<file path="src/rtl/fp32_arith_unit.sv">
// fp32_arith_unit: two-stage binary32 add/multiply, truncating, FTZ.
// Multiplier is built only when FP32_ARITH_MULT_EN is defined.
module fp32_arith_unit (
  input  logic        Clock,
  input  logic        Reset,
  input  logic [31:0] Data1,
  input  logic [31:0] Data2,
  input  logic        In_Data_Valid,
  input  logic        Op,
  output logic [31:0] Data_Out,
  output logic        Out_Data_Valid
);
  localparam logic [31:0] QNAN = 32'h7FC0_0000;

  logic [31:0] a_q, b_q, data_q, res_d;
  logic        op_q, v_q, ov_q;

  logic       sa, sb, nan_a, nan_b, inf_a, inf_b, zero_a, zero_b;
  logic [7:0] ea, eb;
  logic [31:0] fa, fb;

  assign sa = a_q[31];
  assign sb = b_q[31];
  assign ea = a_q[30:23];
  assign eb = b_q[30:23];
  assign nan_a = (&ea) & (|a_q[22:0]);
  assign nan_b = (&eb) & (|b_q[22:0]);
  assign inf_a = (&ea) & ~(|a_q[22:0]);
  assign inf_b = (&eb) & ~(|b_q[22:0]);
  assign zero_a = ~(|ea);
  assign zero_b = ~(|eb);
  assign fa = zero_a ? {sa, 31'b0} : a_q;
  assign fb = zero_b ? {sb, 31'b0} : b_q;

  logic              sx, sy;
  logic [7:0]        ex, ey, d;
  logic [22:0]       mx_f, my_f;
  logic [4:0]        dd, lz;
  logic [26:0]       mx, my_s;
  logic [53:0]       ext;
  logic [27:0]       sum, nrm;
  logic signed [9:0] e_add;
  logic [31:0]       add_arith, add_res;

  // Adder: align, add/sub with guard bits, normalise, truncate.
  always_comb begin
    if (a_q[30:0] >= b_q[30:0]) begin
      sx = sa; ex = ea; mx_f = a_q[22:0];
      sy = sb; ey = eb; my_f = b_q[22:0];
    end else begin
      sx = sb; ex = eb; mx_f = b_q[22:0];
      sy = sa; ey = ea; my_f = a_q[22:0];
    end
    d    = ex - ey;
    dd   = (d > 8'd27) ? 5'd27 : d[4:0];
    mx   = {1'b1, mx_f, 3'b000};
    ext  = {1'b1, my_f, 30'b0} >> dd;
    my_s = ext[53:27] | {26'b0, |ext[26:0]};
    if (sx ^ sy) sum = {1'b0, mx} - {1'b0, my_s};
    else         sum = {1'b0, mx} + {1'b0, my_s};
    lz = 5'd0;
    for (int i = 0; i < 27; i++)
      if (sum[i]) lz = 5'(26 - i);
    if (sum[27]) begin
      nrm   = sum >> 1;
      e_add = $signed({2'b0, ex}) + 10'sd1;
    end else begin
      nrm   = sum << lz;
      e_add = $signed({2'b0, ex}) - $signed({5'b0, lz});
    end
    if (sum == 28'd0)          add_arith = 32'h0;
    else if (e_add >= 10'sd255) add_arith = {sx, 8'hFF, 23'b0};
    else if (e_add <= 10'sd0)   add_arith = {sx, 31'b0};
    else add_arith = {sx, e_add[7:0], nrm[25:3]};
  end

  // Add exception override in priority order.
  always_comb begin
    if (nan_a | nan_b | (inf_a & inf_b & (sa ^ sb)))
      add_res = QNAN;
    else if (inf_a)            add_res = {sa, 8'hFF, 23'b0};
    else if (inf_b)            add_res = {sb, 8'hFF, 23'b0};
    else if (zero_a & zero_b)  add_res = {sa & sb, 31'b0};
    else if (zero_a)           add_res = fb;
    else if (zero_b)           add_res = fa;
    else                       add_res = add_arith;
  end

  logic [31:0] mul_res;
`ifdef FP32_ARITH_MULT_EN
  logic              sp;
  logic [47:0]       prod;
  logic [22:0]       pf;
  logic signed [9:0] e_mul;
  logic [31:0]       mul_arith;

  // Multiplier: 24x24 product, 1-bit normalise, truncate.
  always_comb begin
    sp   = sa ^ sb;
    prod = {1'b1, a_q[22:0]} * {1'b1, b_q[22:0]};
    e_mul = $signed({2'b0, ea}) + $signed({2'b0, eb}) - 10'sd127;
    if (prod[47]) begin
      pf    = prod[46:24];
      e_mul = e_mul + 10'sd1;
    end else begin
      pf = prod[45:23];
    end
    if (e_mul >= 10'sd255)    mul_arith = {sp, 8'hFF, 23'b0};
    else if (e_mul <= 10'sd0) mul_arith = {sp, 31'b0};
    else mul_arith = {sp, e_mul[7:0], pf};
    if (nan_a | nan_b | (zero_a & inf_b) | (inf_a & zero_b))
      mul_res = QNAN;
    else if (inf_a | inf_b)   mul_res = {sp, 8'hFF, 23'b0};
    else if (zero_a | zero_b) mul_res = {sp, 31'b0};
    else                      mul_res = mul_arith;
  end

  logic unused_mul;
  assign unused_mul = ^prod[22:0];
`else
  assign mul_res = QNAN;
`endif

  logic unused_add;
  assign unused_add = ^{nrm[27:26], nrm[2:0]};

  assign res_d = op_q ? mul_res : add_res;

  // Operand capture and registered result with one-cycle strobe.
  always_ff @(posedge Clock) begin
    if (Reset) begin
      a_q    <= 32'h0;
      b_q    <= 32'h0;
      op_q   <= 1'b0;
      v_q    <= 1'b0;
      data_q <= 32'h0;
      ov_q   <= 1'b0;
    end else begin
      v_q  <= In_Data_Valid;
      ov_q <= v_q;
      if (In_Data_Valid) begin
        a_q  <= Data1;
        b_q  <= Data2;
        op_q <= Op;
      end
      if (v_q) data_q <= res_d;
    end
  end

  assign Data_Out       = data_q;
  assign Out_Data_Valid = ov_q;
endmodule

</file>
<file path="config.mk">
export PLATFORM = sky130hd
export DESIGN_NAME = fp32_arith_unit
export DESIGN_NICKNAME = d
export VERILOG_FILES = /design/src/rtl/fp32_arith_unit.sv
export SDC_FILE = /design/constraint.sdc
export NUM_CORES = 1
export LEC_CHECK = 0
export ABC_AREA = 1
export ABC_CLOCK_PERIOD_IN_PS = 12600
export CAP_MARGIN = 25
export CORE_MARGIN = 1
export CORE_UTILIZATION = 40
export CTS_BUF_LIST = sky130_fd_sc_hd__clkbuf_16
export DETAILED_ROUTE_END_ITERATION = 12
export REMOVE_ABC_BUFFERS = 1
export SLEW_MARGIN = 20
export SYNTH_ARGS = -nofsm -noshare
export SYNTH_HDL_FRONTEND = slang
export SYNTH_SLANG_ARGS = --single-unit
</file>
<file path="constraint.sdc">
create_clock -name Clock -period 12.6 [get_ports Clock]
set_input_delay 1.89 -clock Clock [delete_from_list [all_inputs] [get_ports Clock]]
set_output_delay 1.89 -clock Clock [all_outputs]
set_load 0.05 [all_outputs]
</file>
==> flow_summary.json <==
{
  "status": "completed",
  "end_kind": "flip-flop",
  "layout.cells.most_common_list": "632 x nand2_1, 279 x nand3_1, 234 x a21oi_1, 223 x inv_1, 174 x o21ai_0",
  "r2r_setup_slack_ns": 1.16,
  "grt_overflow": 0,
  "fin_cells": 2687,
  "tightest_slew_ns": 1.17,
  "synth-seq-cells": 99,
  "yosysWarnings": 0,
  "whs_ns": 0.473,
  "portBuffers": 100,
  "cp-startpoint": "b_q[23]",
  "cellPowerDensity_mw_per_mm2": 178,
  "gp_congestion": 0.988,
  "synth_area_sq_mm": 0.0128,
  "cts.sinks": 99,
  "hold_viol_final": 0,
  "layout-drive-gt1-share_pct": 6.43,
  "crit_path_max_incr_delay_ns": 0.44,
  "vias": 15689,
  "grt_first_pass_wirelength_mm": 82.2,
  "hold_depth": 2,
  "leakage_uw": 0.00692,
  "p_total_uw": 2560,
  "rsz0062_at_grt": "no",
  "worstHoldStart": "Data_Out[10]",
  "grtUsageTotal_pct": 32.2,
  "min_period_ns": 11.44,
  "r2r-start": "b_q[23]",
  "insertion_delay_ns": 0.37,
  "hp-class": "reg2reg",
  "cp_common_cell": "nand2_1",
  "finClkSkew_ns": 0.0140,
  "num_io_pins": 101,
  "cts_tree": "built",
  "first_global_vias": 14187,
  "ir_drop_mv": 0.0877,
  "die_h_microns": 181,
  "maxSlewViolCount": 0,
  "hold_buffers": 0,
  "cts_max_level": 3,
  "dp.cells": 2658,
  "avgSynthCellArea_sq_um": 5.70,
  "slowest_stage": "dfxtp_1",
  "r2r_cells": 74,
  "die_w_microns": 181,
  "start_util_pct": 40.6,
  "cp.required_ns": 12.85,
  "ys_types": 64,
  "syn2layout_area_growth_pct": 12.5,
  "arrival_ns": 11.69,
  "fin_nets": 2441,
  "vias_per_cell": 5.84,
  "r2r-end": "Data_Out[0]",
  "drv_cap": 0,
  "yosysSeqAreaShare_pct": 15.5,
  "drtIter0Drc": 1710,
  "drt-pass1-iter-count": 8,
  "path_clk_slew_ns": 0.08,
  "setup_viol": 0,
  "ant_nets": 0,
  "ys.flop_type": "dfxtp_1",
  "clockRootBuffer": "clkbuf_16",
  "crit_type": "reg2reg",
  "startpoint_type": "flip-flop",
  "wirelength_mm": 54.9,
  "wl_per_cell_microns": 20.4,
  "cts_buffers": 9,
  "grt_antenna_before_repair": 0,
  "relSlewSlack_pct": 21.4,
  "async_flop_share_pct": 0,
  "grt_max_degree": 111,
  "rows": 65,
  "final.setup.tns_ns": 0,
  "die_area_sq_mm": 0.0327,
  "core_area_sq_mm": 0.0315,
  "fmax_mhz": 87.4,
  "hold-path-endpoint": "Data_Out[10]",
  "min_period_over_period_pct": 90.8,
  "path_max_fanout": 16,
  "dp_hpwl_mm": 43.0,
  "drc": 0,
  "layout_commonest_cell": "nand2_1",
  "clk_path_buf_depth": 2,
  "netlist_instances": 2243,
  "synth-edff-count": 0,
  "antennaDiodeCount": 0
}
[state kept, by name, summed over array words and instances, names as in the netlist]
signal / flops
Data_Out: 32
a_q: 32
b_q: 32
Out_Data_Valid: 1
op_q: 1
v_q: 1
[kinds of logic after synthesis]
| group | synth area share (%) |
|---|---|
| xor gates and xnor gates | 1.95 |
| buffers and inverters | 11.4 |
| AOI/OAI and AO/OA | 20.7 |
| DFF | 15.5 |
| adders and majority gates | 9.21 |
| and+or+nand+nor | 41.3 |
[worst max-delay path by stage]
stage | end | slack (ns) | depth (start not counted)
6_report | Data_Out[0] | 1.16 | 74
5_1_grt | Data_Out[0] | 0.09 | 74
4_1_cts | Data_Out[4] | 0.66 | 76
3_5_place_dp | Data_Out[4] | 0.67 | 76
3_3_place_gp | Data_Out[4] | 0.92 | 76
2_1_floorplan | Data_Out[0] | 2.03 | 73
[area by class of cell]
type / count / area, sq um
flip-flops and latches: 99 / 1980
clock inverters: 7 / 58.8
repair buffers: 127 / 1200
fillers: 3430 / 17100
multi-input cells: 1790 / 9450
clock buffers: 9 / 225
inverters: 253 / 958
well taps: 402 / 503
[per-stage QoR]
stage | setup WS (ns) | area, sq um | utilization [%]
6_report | 1.16 | 14400 | 45.7
2_1_floorplan | 2.03 | 12300 | -
5_1_grt | 0.0880 | 14400 | 45.7
4_1_cts | 0.656 | 14200 | 45.2
3_3_place_gp | 0.916 | 14000 | 44.3
3_5_place_dp | 0.668 | 14000 | 44.3
[cells in the mapped netlist (5+ instances only)]
| cell | number | area, sq um |
|---|---|---|
| a21oi_1 | 234 | 1170 |
| nor2_1 | 114 | 428 |
| or2_2 | 5 | 31.3 |
| clkbuf_1 | 65 | 244 |
| buf_4 | 8 | 60.1 |
| o21ai_2 | 6 | 52.6 |
| nand4_1 | 64 | 400 |
| nand2_2 | 16 | 100 |
| xor2_1 | 17 | 149 |
| dfxtp_1 | 99 | 1980 |
| o21ai_0 | 175 | 876 |
| buf_2 | 26 | 130 |
| nand3_1 | 279 | 1400 |
| o211ai_1 | 7 | 52.6 |
| nand2_1 | 632 | 2370 |
| a21oi_2 | 6 | 52.6 |
| buf_6 | 5 | 56.3 |
| inv_2 | 24 | 90.1 |
| nor3_1 | 17 | 85.1 |
| inv_1 | 224 | 841 |
| ha_1 | 91 | 1140 |
| nand3_2 | 9 | 90.1 |
| nor4_1 | 11 | 68.8 |
| o21ai_1 | 25 | 125 |
[power by group]
group	total (uW)	switching (uW)	internal, uW
clock	278	140	137
combinational	1910	1350	556
sequential	372	31.5	341
[metal layers]
metal	vias to the layer above	share of wire (%)	GRT usage [%]
li1	7575	-	-
met1	7212	46	46.9
met2	785	43	49.5
met3	117	7.8	3.08
met4	0	3.6	10.2
met5	-	0	0
[worst max-delay path: cells and delay by family, from the launching register on]
kind / cells / cell delay [ns]
DFF: 1 / 0.44
xor gates and xnor gates: 2 / 0.41
adders and majority gates: 3 / 1.17
AOI/OAI and AO/OA: 21 / 3.31
and+or+nand+nor: 40 / 4.92
buffers and inverters: 8 / 1.06
[what timing repair did]
action | 4_1_cts | 5_1_grt
gates resized for setup | 0 | 8
endpoints found under the setup margin | 0 | 30
buffers inserted | 0 | 7
(Power assumes the default switching activity.)
